File: src/rtl/citadel_uart_if.sv
// rtl/citadel_uart_if.sv - byte port between the citadel core and its UART
//
// Purpose: groups the core-facing byte handshake and status/error signals.
//   master : core side (drives tx/tx_ready/rx_ack/clr_err)
//   slave  : UART side (drives rx/rx_ready/tx_full and the sticky flags)
// Signals:
//   tx[7:0], tx_ready        byte to transmit, one-cycle push strobe
//   rx[7:0], rx_ready        received byte, level "unconsumed byte held"
//   rx_ack                   one-cycle strobe, core consumed rx
//   tx_full                  TX FIFO full
//   tx_overflow, rx_overrun, rx_frame_err   sticky error flags
//   clr_err                  clears the sticky flags
interface citadel_uart_if;
  logic [7:0] tx;
  logic       tx_ready;
  logic [7:0] rx;
  logic       rx_ready;
  logic       rx_ack;
  logic       tx_full;
  logic       tx_overflow;
  logic       rx_overrun;
  logic       rx_frame_err;
  logic       clr_err;

  modport master (
    output tx, tx_ready, rx_ack, clr_err,
    input  rx, rx_ready, tx_full, tx_overflow, rx_overrun, rx_frame_err
  );

  modport slave (
    input  tx, tx_ready, rx_ack, clr_err,
    output rx, rx_ready, tx_full, tx_overflow, rx_overrun, rx_frame_err
  );
endinterface

File: src/rtl/citadel_uart.sv
// rtl/citadel_uart.sv - 8N1 UART with TX FIFO and single RX holding register
//
// Purpose: serial-line end of the citadel byte IO port. TX bytes are pushed
//   into a 2**TXF_AW deep FIFO and sent LSB first, 1 start, 8 data, 1 stop.
//   RX samples a synchronised line mid-bit and hands bytes to the core.
// Ports:
//   r_clk     system clock
//   rst       asynchronous reset, active-high
//   bus       citadel_uart_if.slave (byte handshake, full, sticky flags)
//   uart_txd  serial out, idle high
//   uart_rxd  serial in, asynchronous to r_clk
module citadel_uart #(
  parameter int CLK_DIV = 434,
  parameter int TXF_AW  = 4
) (
  input  logic           r_clk,
  input  logic           rst,
  citadel_uart_if.slave  bus,
  output logic           uart_txd,
  input  logic           uart_rxd
);
  localparam int DEPTH = 1 << TXF_AW;
  localparam int CW    = TXF_AW + 1;
  localparam int BW    = $clog2(CLK_DIV);
  localparam logic [BW-1:0] BAUD_RELOAD = BW'(CLK_DIV - 1);
  localparam logic [BW-1:0] HALF_RELOAD = BW'(CLK_DIV / 2 - 1);

  typedef enum logic [1:0] {S_IDLE, S_START, S_DATA, S_STOP} state_e;

  logic [7:0]        mem_q [DEPTH];
  logic [TXF_AW-1:0] wr_ptr_q, wr_ptr_d, rd_ptr_q, rd_ptr_d;
  logic [CW-1:0]     count_q, count_d;
  logic              full_q, full_d, ovf_q, ovf_d;
  state_e            tx_state_q, tx_state_d;
  logic [BW-1:0]     tx_cnt_q, tx_cnt_d;
  logic [2:0]        tx_bit_q, tx_bit_d;
  logic [7:0]        tx_sh_q, tx_sh_d;
  logic              txd_q, txd_d;
  logic              push, pop;

  logic              rxs1_q, rxs2_q;
  state_e            rx_state_q, rx_state_d;
  logic [BW-1:0]     rx_cnt_q, rx_cnt_d;
  logic [2:0]        rx_bit_q, rx_bit_d;
  logic [7:0]        rx_sh_q, rx_sh_d, rx_data_q, rx_data_d;
  logic              rx_rdy_q, rx_rdy_d, armed_q, armed_d;
  logic              ovr_q, ovr_d, ferr_q, ferr_d;
  logic              deliver, stop_bad, rx_in;

  // TX FIFO and TX FSM
  always_comb begin
    push       = bus.tx_ready && !full_q;
    pop        = 1'b0;
    tx_state_d = tx_state_q;
    tx_cnt_d   = tx_cnt_q;
    tx_bit_d   = tx_bit_q;
    tx_sh_d    = tx_sh_q;
    case (tx_state_q)
      S_IDLE: if (count_q != '0) begin
        pop        = 1'b1;
        tx_sh_d    = mem_q[rd_ptr_q];
        tx_cnt_d   = BAUD_RELOAD;
        tx_state_d = S_START;
      end
      S_START: if (tx_cnt_q == '0) begin
        tx_cnt_d   = BAUD_RELOAD;
        tx_bit_d   = 3'd0;
        tx_state_d = S_DATA;
      end else tx_cnt_d = tx_cnt_q - 1'b1;
      S_DATA: if (tx_cnt_q == '0) begin
        tx_cnt_d = BAUD_RELOAD;
        tx_sh_d  = tx_sh_q >> 1;
        if (tx_bit_q == 3'd7) tx_state_d = S_STOP;
        else tx_bit_d = tx_bit_q + 3'd1;
      end else tx_cnt_d = tx_cnt_q - 1'b1;
      default: if (tx_cnt_q == '0) begin
        // Chain straight into the next frame so back-to-back bytes have no gap.
        if (count_q != '0) begin
          pop        = 1'b1;
          tx_sh_d    = mem_q[rd_ptr_q];
          tx_cnt_d   = BAUD_RELOAD;
          tx_state_d = S_START;
        end else tx_state_d = S_IDLE;
      end else tx_cnt_d = tx_cnt_q - 1'b1;
    endcase
    wr_ptr_d = wr_ptr_q + TXF_AW'(push);
    rd_ptr_d = rd_ptr_q + TXF_AW'(pop);
    count_d  = count_q + CW'(push) - CW'(pop);
    full_d   = (count_d == CW'(DEPTH));
    ovf_d    = (bus.tx_ready && full_q) || (ovf_q && !bus.clr_err);
    // txd follows the state one cycle late, so every phase keeps CLK_DIV cycles.
    case (tx_state_q)
      S_START: txd_d = 1'b0;
      S_DATA:  txd_d = tx_sh_q[0];
      default: txd_d = 1'b1;
    endcase
  end

  // RX FSM and holding register
  always_comb begin
    rx_in      = rxs2_q;
    rx_state_d = rx_state_q;
    rx_cnt_d   = rx_cnt_q;
    rx_bit_d   = rx_bit_q;
    rx_sh_d    = rx_sh_q;
    armed_d    = armed_q;
    deliver    = 1'b0;
    stop_bad   = 1'b0;
    case (rx_state_q)
      S_IDLE: begin
        // After a framing error, wait for an idle-high line before re-arming.
        armed_d = armed_q || rx_in;
        if (armed_q && !rx_in) begin
          rx_cnt_d   = HALF_RELOAD;
          rx_state_d = S_START;
        end
      end
      S_START: if (rx_cnt_q == '0) begin
        if (rx_in) rx_state_d = S_IDLE;
        else begin
          rx_cnt_d   = BAUD_RELOAD;
          rx_bit_d   = 3'd0;
          rx_state_d = S_DATA;
        end
      end else rx_cnt_d = rx_cnt_q - 1'b1;
      S_DATA: if (rx_cnt_q == '0) begin
        rx_sh_d  = {rx_in, rx_sh_q[7:1]};
        rx_cnt_d = BAUD_RELOAD;
        if (rx_bit_q == 3'd7) rx_state_d = S_STOP;
        else rx_bit_d = rx_bit_q + 3'd1;
      end else rx_cnt_d = rx_cnt_q - 1'b1;
      default: if (rx_cnt_q == '0) begin
        rx_state_d = S_IDLE;
        if (rx_in) deliver = 1'b1;
        else begin
          stop_bad = 1'b1;
          armed_d  = 1'b0;
        end
      end else rx_cnt_d = rx_cnt_q - 1'b1;
    endcase
    rx_data_d = rx_data_q;
    rx_rdy_d  = rx_rdy_q;
    ovr_d     = ovr_q && !bus.clr_err;
    // A same-cycle ack frees the holding register, so the new byte loads.
    if (deliver && (!rx_rdy_q || bus.rx_ack)) begin
      rx_data_d = rx_sh_q;
      rx_rdy_d  = 1'b1;
    end else if (deliver) begin
      ovr_d = 1'b1;
    end else if (bus.rx_ack) begin
      rx_rdy_d = 1'b0;
    end
    ferr_d = stop_bad || (ferr_q && !bus.clr_err);
  end

  always_ff @(posedge r_clk) begin
    if (push) mem_q[wr_ptr_q] <= bus.tx;
  end

  always_ff @(posedge r_clk or posedge rst) begin
    if (rst) begin
      wr_ptr_q   <= '0;
      rd_ptr_q   <= '0;
      count_q    <= '0;
      full_q     <= 1'b0;
      ovf_q      <= 1'b0;
      tx_state_q <= S_IDLE;
      tx_cnt_q   <= '0;
      tx_bit_q   <= '0;
      tx_sh_q    <= '0;
      txd_q      <= 1'b1;
      rxs1_q     <= 1'b1;
      rxs2_q     <= 1'b1;
      rx_state_q <= S_IDLE;
      rx_cnt_q   <= '0;
      rx_bit_q   <= '0;
      rx_sh_q    <= '0;
      rx_data_q  <= '0;
      rx_rdy_q   <= 1'b0;
      armed_q    <= 1'b1;
      ovr_q      <= 1'b0;
      ferr_q     <= 1'b0;
    end else begin
      wr_ptr_q   <= wr_ptr_d;
      rd_ptr_q   <= rd_ptr_d;
      count_q    <= count_d;
      full_q     <= full_d;
      ovf_q      <= ovf_d;
      tx_state_q <= tx_state_d;
      tx_cnt_q   <= tx_cnt_d;
      tx_bit_q   <= tx_bit_d;
      tx_sh_q    <= tx_sh_d;
      txd_q      <= txd_d;
      rxs1_q     <= uart_rxd;
      rxs2_q     <= rxs1_q;
      rx_state_q <= rx_state_d;
      rx_cnt_q   <= rx_cnt_d;
      rx_bit_q   <= rx_bit_d;
      rx_sh_q    <= rx_sh_d;
      rx_data_q  <= rx_data_d;
      rx_rdy_q   <= rx_rdy_d;
      armed_q    <= armed_d;
      ovr_q      <= ovr_d;
      ferr_q     <= ferr_d;
    end
  end

  assign uart_txd         = txd_q;
  assign bus.rx           = rx_data_q;
  assign bus.rx_ready     = rx_rdy_q;
  assign bus.tx_full      = full_q;
  assign bus.tx_overflow  = ovf_q;
  assign bus.rx_overrun   = ovr_q;
  assign bus.rx_frame_err = ferr_q;
endmodule

File: src/flat_wrapper.sv
// flat-port wrapper written by rule: the top's interface ports become plain ports
module citadel_uart_flat 
#(
  parameter int CLK_DIV = 434,
  parameter int TXF_AW  = 4
)
  (r_clk, rst, uart_txd, uart_rxd, bus_tx, bus_tx_ready, bus_rx_ack, bus_clr_err, bus_rx, bus_rx_ready, bus_tx_full, bus_tx_overflow, bus_rx_overrun, bus_rx_frame_err);
  citadel_uart_if bus_i ();
  input  logic r_clk;
  input  logic rst;
  output logic uart_txd;
  input  logic uart_rxd;
  input wire logic [$bits(bus_i.tx)-1:0] bus_tx;
  input wire logic [$bits(bus_i.tx_ready)-1:0] bus_tx_ready;
  input wire logic [$bits(bus_i.rx_ack)-1:0] bus_rx_ack;
  input wire logic [$bits(bus_i.clr_err)-1:0] bus_clr_err;
  output wire logic [$bits(bus_i.rx)-1:0] bus_rx;
  output wire logic [$bits(bus_i.rx_ready)-1:0] bus_rx_ready;
  output wire logic [$bits(bus_i.tx_full)-1:0] bus_tx_full;
  output wire logic [$bits(bus_i.tx_overflow)-1:0] bus_tx_overflow;
  output wire logic [$bits(bus_i.rx_overrun)-1:0] bus_rx_overrun;
  output wire logic [$bits(bus_i.rx_frame_err)-1:0] bus_rx_frame_err;
  assign bus_i.tx = bus_tx;
  assign bus_i.tx_ready = bus_tx_ready;
  assign bus_i.rx_ack = bus_rx_ack;
  assign bus_i.clr_err = bus_clr_err;
  assign bus_rx = bus_i.rx;
  assign bus_rx_ready = bus_i.rx_ready;
  assign bus_tx_full = bus_i.tx_full;
  assign bus_tx_overflow = bus_i.tx_overflow;
  assign bus_rx_overrun = bus_i.rx_overrun;
  assign bus_rx_frame_err = bus_i.rx_frame_err;
  citadel_uart #(.CLK_DIV(CLK_DIV), .TXF_AW(TXF_AW)) u_core (.r_clk(r_clk), .rst(rst), .bus(bus_i), .uart_txd(uart_txd), .uart_rxd(uart_rxd));
endmodule
File: config.mk
export PLATFORM = sky130hd
export DESIGN_NAME = citadel_uart_flat
export DESIGN_NICKNAME = d
export VERILOG_FILES = /design/src/rtl/citadel_uart_if.sv /design/src/rtl/citadel_uart.sv /design/src/flat_wrapper.sv
export SDC_FILE = /design/constraint.sdc
export NUM_CORES = 1
export LEC_CHECK = 0
export ABC_AREA = 1
export CAP_MARGIN = 20
export CORE_MARGIN = 1
export CORE_UTILIZATION = 53
export CTS_CLUSTER_DIAMETER = 200
export DETAILED_ROUTE_END_ITERATION = 8
export GPL_ROUTABILITY_DRIVEN = 0
export GPL_TIMING_DRIVEN = 0
export PLACE_DENSITY = 0.7
export SYNTH_ARGS = -nofsm -noshare
export SYNTH_HDL_FRONTEND = slang
export SYNTH_SLANG_ARGS = --single-unit
File: constraint.sdc
create_clock -name r_clk -period 3.6 [get_ports r_clk]
set_clock_uncertainty 0.1 [all_clocks]
set_input_delay 0.72 -clock r_clk [delete_from_list [all_inputs] [get_ports r_clk]]
set_output_delay 0.72 -clock r_clk [all_outputs]
set_load 0.01 [all_outputs]
==> flow_metrics.py, run 1 <==
metrics = {
    "run_status": {
        "result_of_the_run": "complete, no violations",
    },
    "logic_synthesis": {
        "synth.yosys.warnings": 0,
        "post_synth_inst_count": 897,
        "ys_dominant_reg_cell": "edfxtp_1",
        "syn-mean-instance-area_um2": 10.1,
        "synth_seq_area_share_pct": 62.9,
        "synthDominantCellAreaShare_pct": 42.4,
        "yosys.area.top_type": "edfxtp_1",
        "postSynthRegisterBits": 202,
        "netlist_area_mm2": 0.00906,
        "synthesized_netlist_net_count": 937,
        "synthArstFlopShare_pct": 36.6,
        "synth.top_cells.by_area": "edfxtp_1 42%, dfrtp_1 19%, nand2_1 9.4%",
        "synth_cell_type_count": 42,
        "synth_edf_count": 128,
    },
    "floorplan": {
        "die_x_um": 133,
        "placement_rows": 47,
        "initial_core_util_pct": 54.4,
        "design.die.area_mm2": 0.0176,
        "core-area_mm2": 0.0166,
        "chip_height_um": 133,
        "design.portCount": 28,
    },
    "clock_network": {
        "cts_sinks": 202,
        "tritoncts": "yes",
        "worstSkewPairLatency_ns": 0.50,
        "htree_num_levels": 1,
        "cts_buffers": 21,
        "clock-root-buffer": "clkbuf_16",
        "post-cts-setup-buffers": 0,
        "max-clock-path-buffers": 3,
        "cts_resized": 0,
        "clk_pin_slew_worst_paths_ns": 0.06,
        "cts_hold_repair.buffers": 0,
    },
    "sta": {
        "slew_violations": 0,
        "hold_viol": 0,
        "layout_setup_ws_ns": 0.276,
        "timing_limited_maximum_frequency_mhz": 301,
        "layout_worst_path_cycle_share_pct": 92.3,
        "grt_setup_unrepaired": "false",
        "min_period_ns": 3.32,
        "relSlewSlack_pct": 38.7,
        "tightestPinTransition_ns": 0.917,
        "hold-worst-slack_ns": 0.255,
        "setup_viol": 0,
    },
    "worst_setup_path": {
        "critical_path.slowest_cell": "fa_1",
        "critical_path_class": "register to register",
        "critPathMaxFanout": 4,
        "cpMostUsedCell": "ha_1",
        "timing.critical_path.buf_inv": 2,
        "cp_slowest_stage_delay_ns": 0.44,
        "critPathTopFamily": "simple AND/OR/NAND/NOR gates",
        "end_kind": "register",
        "cell_breakdown_of_the_critical_path": "inv_1, ha_1, nand2_1, nor2_2, nand2_2, a21oi_1, and2_1, ha_1, inv_1, ha_1, fa_1, xor2_1, or3_1, nor3_1",
        "cp-start-kind": "register",
        "arrival_ns": 3.63,
        "worst_ep_required_time_ns": 3.90,
    },
    "global_routing": {
        "grt_pass1_wl_mm": 30.8,
        "grt.total_usage_pct": 22.9,
        "grt_start_max_net_pins": 60,
        "first_global_vias": 5908,
        "grt_remaining_overflow": 0,
        "antenna_found_initial": 0,
    },
    "place": {
        "dp.final_hpwl_mm": 12.9,
        "buffer_ports.inserted": 27,
        "dp_slack_ns": 0.361,
    },
    "detailed_routing": {
        "drt-total-wl_mm": 19.4,
        "via_count": 6268,
        "post_drt_wl_per_cell_um": 16.4,
        "drc": 0,
        "drtIter0Drc": 586,
        "post_route_antenna_net_violation_count": 0,
        "via_per_inst": 5.30,
        "drt_pre_antenna_iters": 5,
    },
    "final_layout": {
        "insertedDiodeCount": 0,
        "area_growth_pct": 14.2,
        "design.final.nets": 988,
        "final.fill_count": 1335,
        "final_layout_size_suffix_gt1_share_pct": 8.41,
    },
    "power_and_ir_drop": {
        "power.ir.vdd_worst_uv": 573,
        "p_leak_nw": 4.41,
        "power-per-cell-area_mw_per_mm2": 607,
    },
    "run": {
        "maxCapViolCount": 0,
    },
    "worst_hold_path": {
        "min_path_type": "register to register",
    },
}
==> kinds of logic after synthesis <==
family | after synthesis | share of synthesized area [%]
XOR/XNOR | 16 | 1.55
adder cells (fa/ha/maj) | 26 | 3.67
flip-flops | 202 | 62.9
AO/OA/AOI/OAI | 104 | 6.53
AND/OR/NAND/NOR | 440 | 20.4
buffers and inverters | 109 | 4.94
==> cell type report <==
cell class | instances | area [um^2] | area share (%)
buffer | 26 | 135 | 1.31
clock buffer | 26 | 544 | 5.26
clock inverter | 12 | 164 | 1.58
inverter | 83 | 315 | 3.05
multi-input combinational | 586 | 2910 | 28.1
sequential | 202 | 5700 | 55.1
tap | 220 | 275 | 2.66
timing repair buffer | 28 | 298 | 2.88
==> sequential cells by signal, indices dropped and copies added (netlist names), 2 cells and up <==
| register | flops |
|---|---|
| u_core.count_q | 5 |
| u_core.tx_state_q | 2 |
| u_core.rd_ptr_q | 4 |
| u_core.rx_state_q | 2 |
| u_core.rx_bit_q | 3 |
| u_core.tx_sh_q | 8 |
| u_core.mem_q | 128 |
| u_core.rx_sh_q | 8 |
| u_core.tx_bit_q | 3 |
| u_core.bus.rx | 8 |
| u_core.rx_cnt_q | 9 |
| u_core.wr_ptr_q | 4 |
| u_core.tx_cnt_q | 9 |
==> synth_stat cells, types with 2 or more instances <==
| library cell | count |
|---|---|
| nor2_2 | 4 |
| xor2_1 | 12 |
| clkbuf_1 | 9 |
| nand3b_1 | 2 |
| buf_2 | 12 |
| buf_4 | 2 |
| nand4_1 | 5 |
| or2_2 | 2 |
| edfxtp_1 | 128 |
| nand3_1 | 73 |
| xnor2_1 | 4 |
| nor3_1 | 3 |
| dfrtp_1 | 70 |
| clkinv_1 | 2 |
| o21ai_0 | 49 |
| o211ai_1 | 5 |
| o21ai_1 | 4 |
| inv_1 | 76 |
| dfstp_2 | 4 |
| ha_1 | 25 |
| nor2_1 | 113 |
| nand2_1 | 228 |
| buf_6 | 2 |
| a22oi_1 | 2 |
| a21oi_1 | 26 |
| o31ai_1 | 2 |
| inv_2 | 4 |
| o21ai_2 | 9 |
| nand2_2 | 4 |
| o22ai_1 | 4 |
==> layer usage <==
| metal | GRT usage, % | part of all wire (%) |
|---|---|---|
| met5 | 0 | 0 |
| met4 | 6.51 | 1.8 |
| met2 | 35.2 | 45 |
| met1 | 33.6 | 46 |
| met3 | 3.79 | 7.1 |
==> layout by cell type, fill, tap and decap left out, drive strengths merged <==
| cell | instances |
|---|---|
| nand3b | 2 |
| bufinv | 4 |
| or3 | 1 |
| nor2 | 119 |
| o31ai | 2 |
| nand2 | 233 |
| a21oi | 26 |
| fa | 1 |
| nand3 | 73 |
| dfstp | 4 |
| dfrtp | 70 |
| or2 | 2 |
| a22o | 1 |
| ha | 25 |
| clkinv | 9 |
| a22oi | 2 |
| o211ai | 5 |
| xnor2 | 4 |
| and2 | 1 |
| clkbuf | 35 |
| inv | 81 |
| edfxtp | 128 |
| o21bai | 1 |
| nand4 | 6 |
| o22ai | 4 |
| xor2 | 12 |
| o21ai | 62 |
| buf | 18 |
| clkinvlp | 1 |
| nor3 | 3 |
| clkdlybuf4s50 | 27 |
| o41ai | 1 |
==> power breakdown <==
group / total [mW] / internal [mW] / switching (mW)
clock network: 2.22 / 1.36 / 0.859
logic: 1.14 / 0.383 / 0.756
registers: 2.91 / 2.78 / 0.135
==> through the flow <==
stage / util (%) / instance area (um^2) / TNS [ns] / cells / total power [mW]
finish: 62.1 / 10300 / 0 / 1183 / 6.28
CTS: 62.1 / 10300 / 0 / 1183 / 6.31
detailed placement: 57.9 / 9630 / 0 / 1145 / 4.08
floorplan: - / 9060 / 0 / 897 / 3.75
global placement: 57.7 / 9600 / -25.81 / 1144 / 4.04
global route: 62.1 / 10300 / 0 / 1183 / 6.59
==> path summary, 6_finish.rpt <==
kind | startpoint | cells after the start | endpoint | slack (ns)
max reg2reg | u_core.tx_cnt_q[0] | 14 | u_core.bus.tx_full | 0.28
min | u_core.rxs1_q | 0 | u_core.rx_in | 0.25
max in group asynchronous | rst | 3 | u_core.uart_txd | 2.39
max | u_core.tx_cnt_q[0] | 14 | u_core.bus.tx_full | 0.28
min in group asynchronous | rst | 2 | u_core.bus.rx[2] | 0.41
min reg2reg | u_core.rxs1_q | 0 | u_core.rx_in | 0.25
No activity file was read; power rests on OpenSTA's default activity.
==> run 2: changes to the inputs <==
--- a/config.mk
+++ b/config.mk
@@ -7,7 +7,6 @@
 export LEC_CHECK = 0
 export ABC_AREA = 1
 export CAP_MARGIN = 20
-export CORE_MARGIN = 1
 export CORE_UTILIZATION = 53
 export CTS_CLUSTER_DIAMETER = 200
 export DETAILED_ROUTE_END_ITERATION = 8
==> results of run 2 <==
No change in the layout: final DEF, timing and power equal those of run 1.
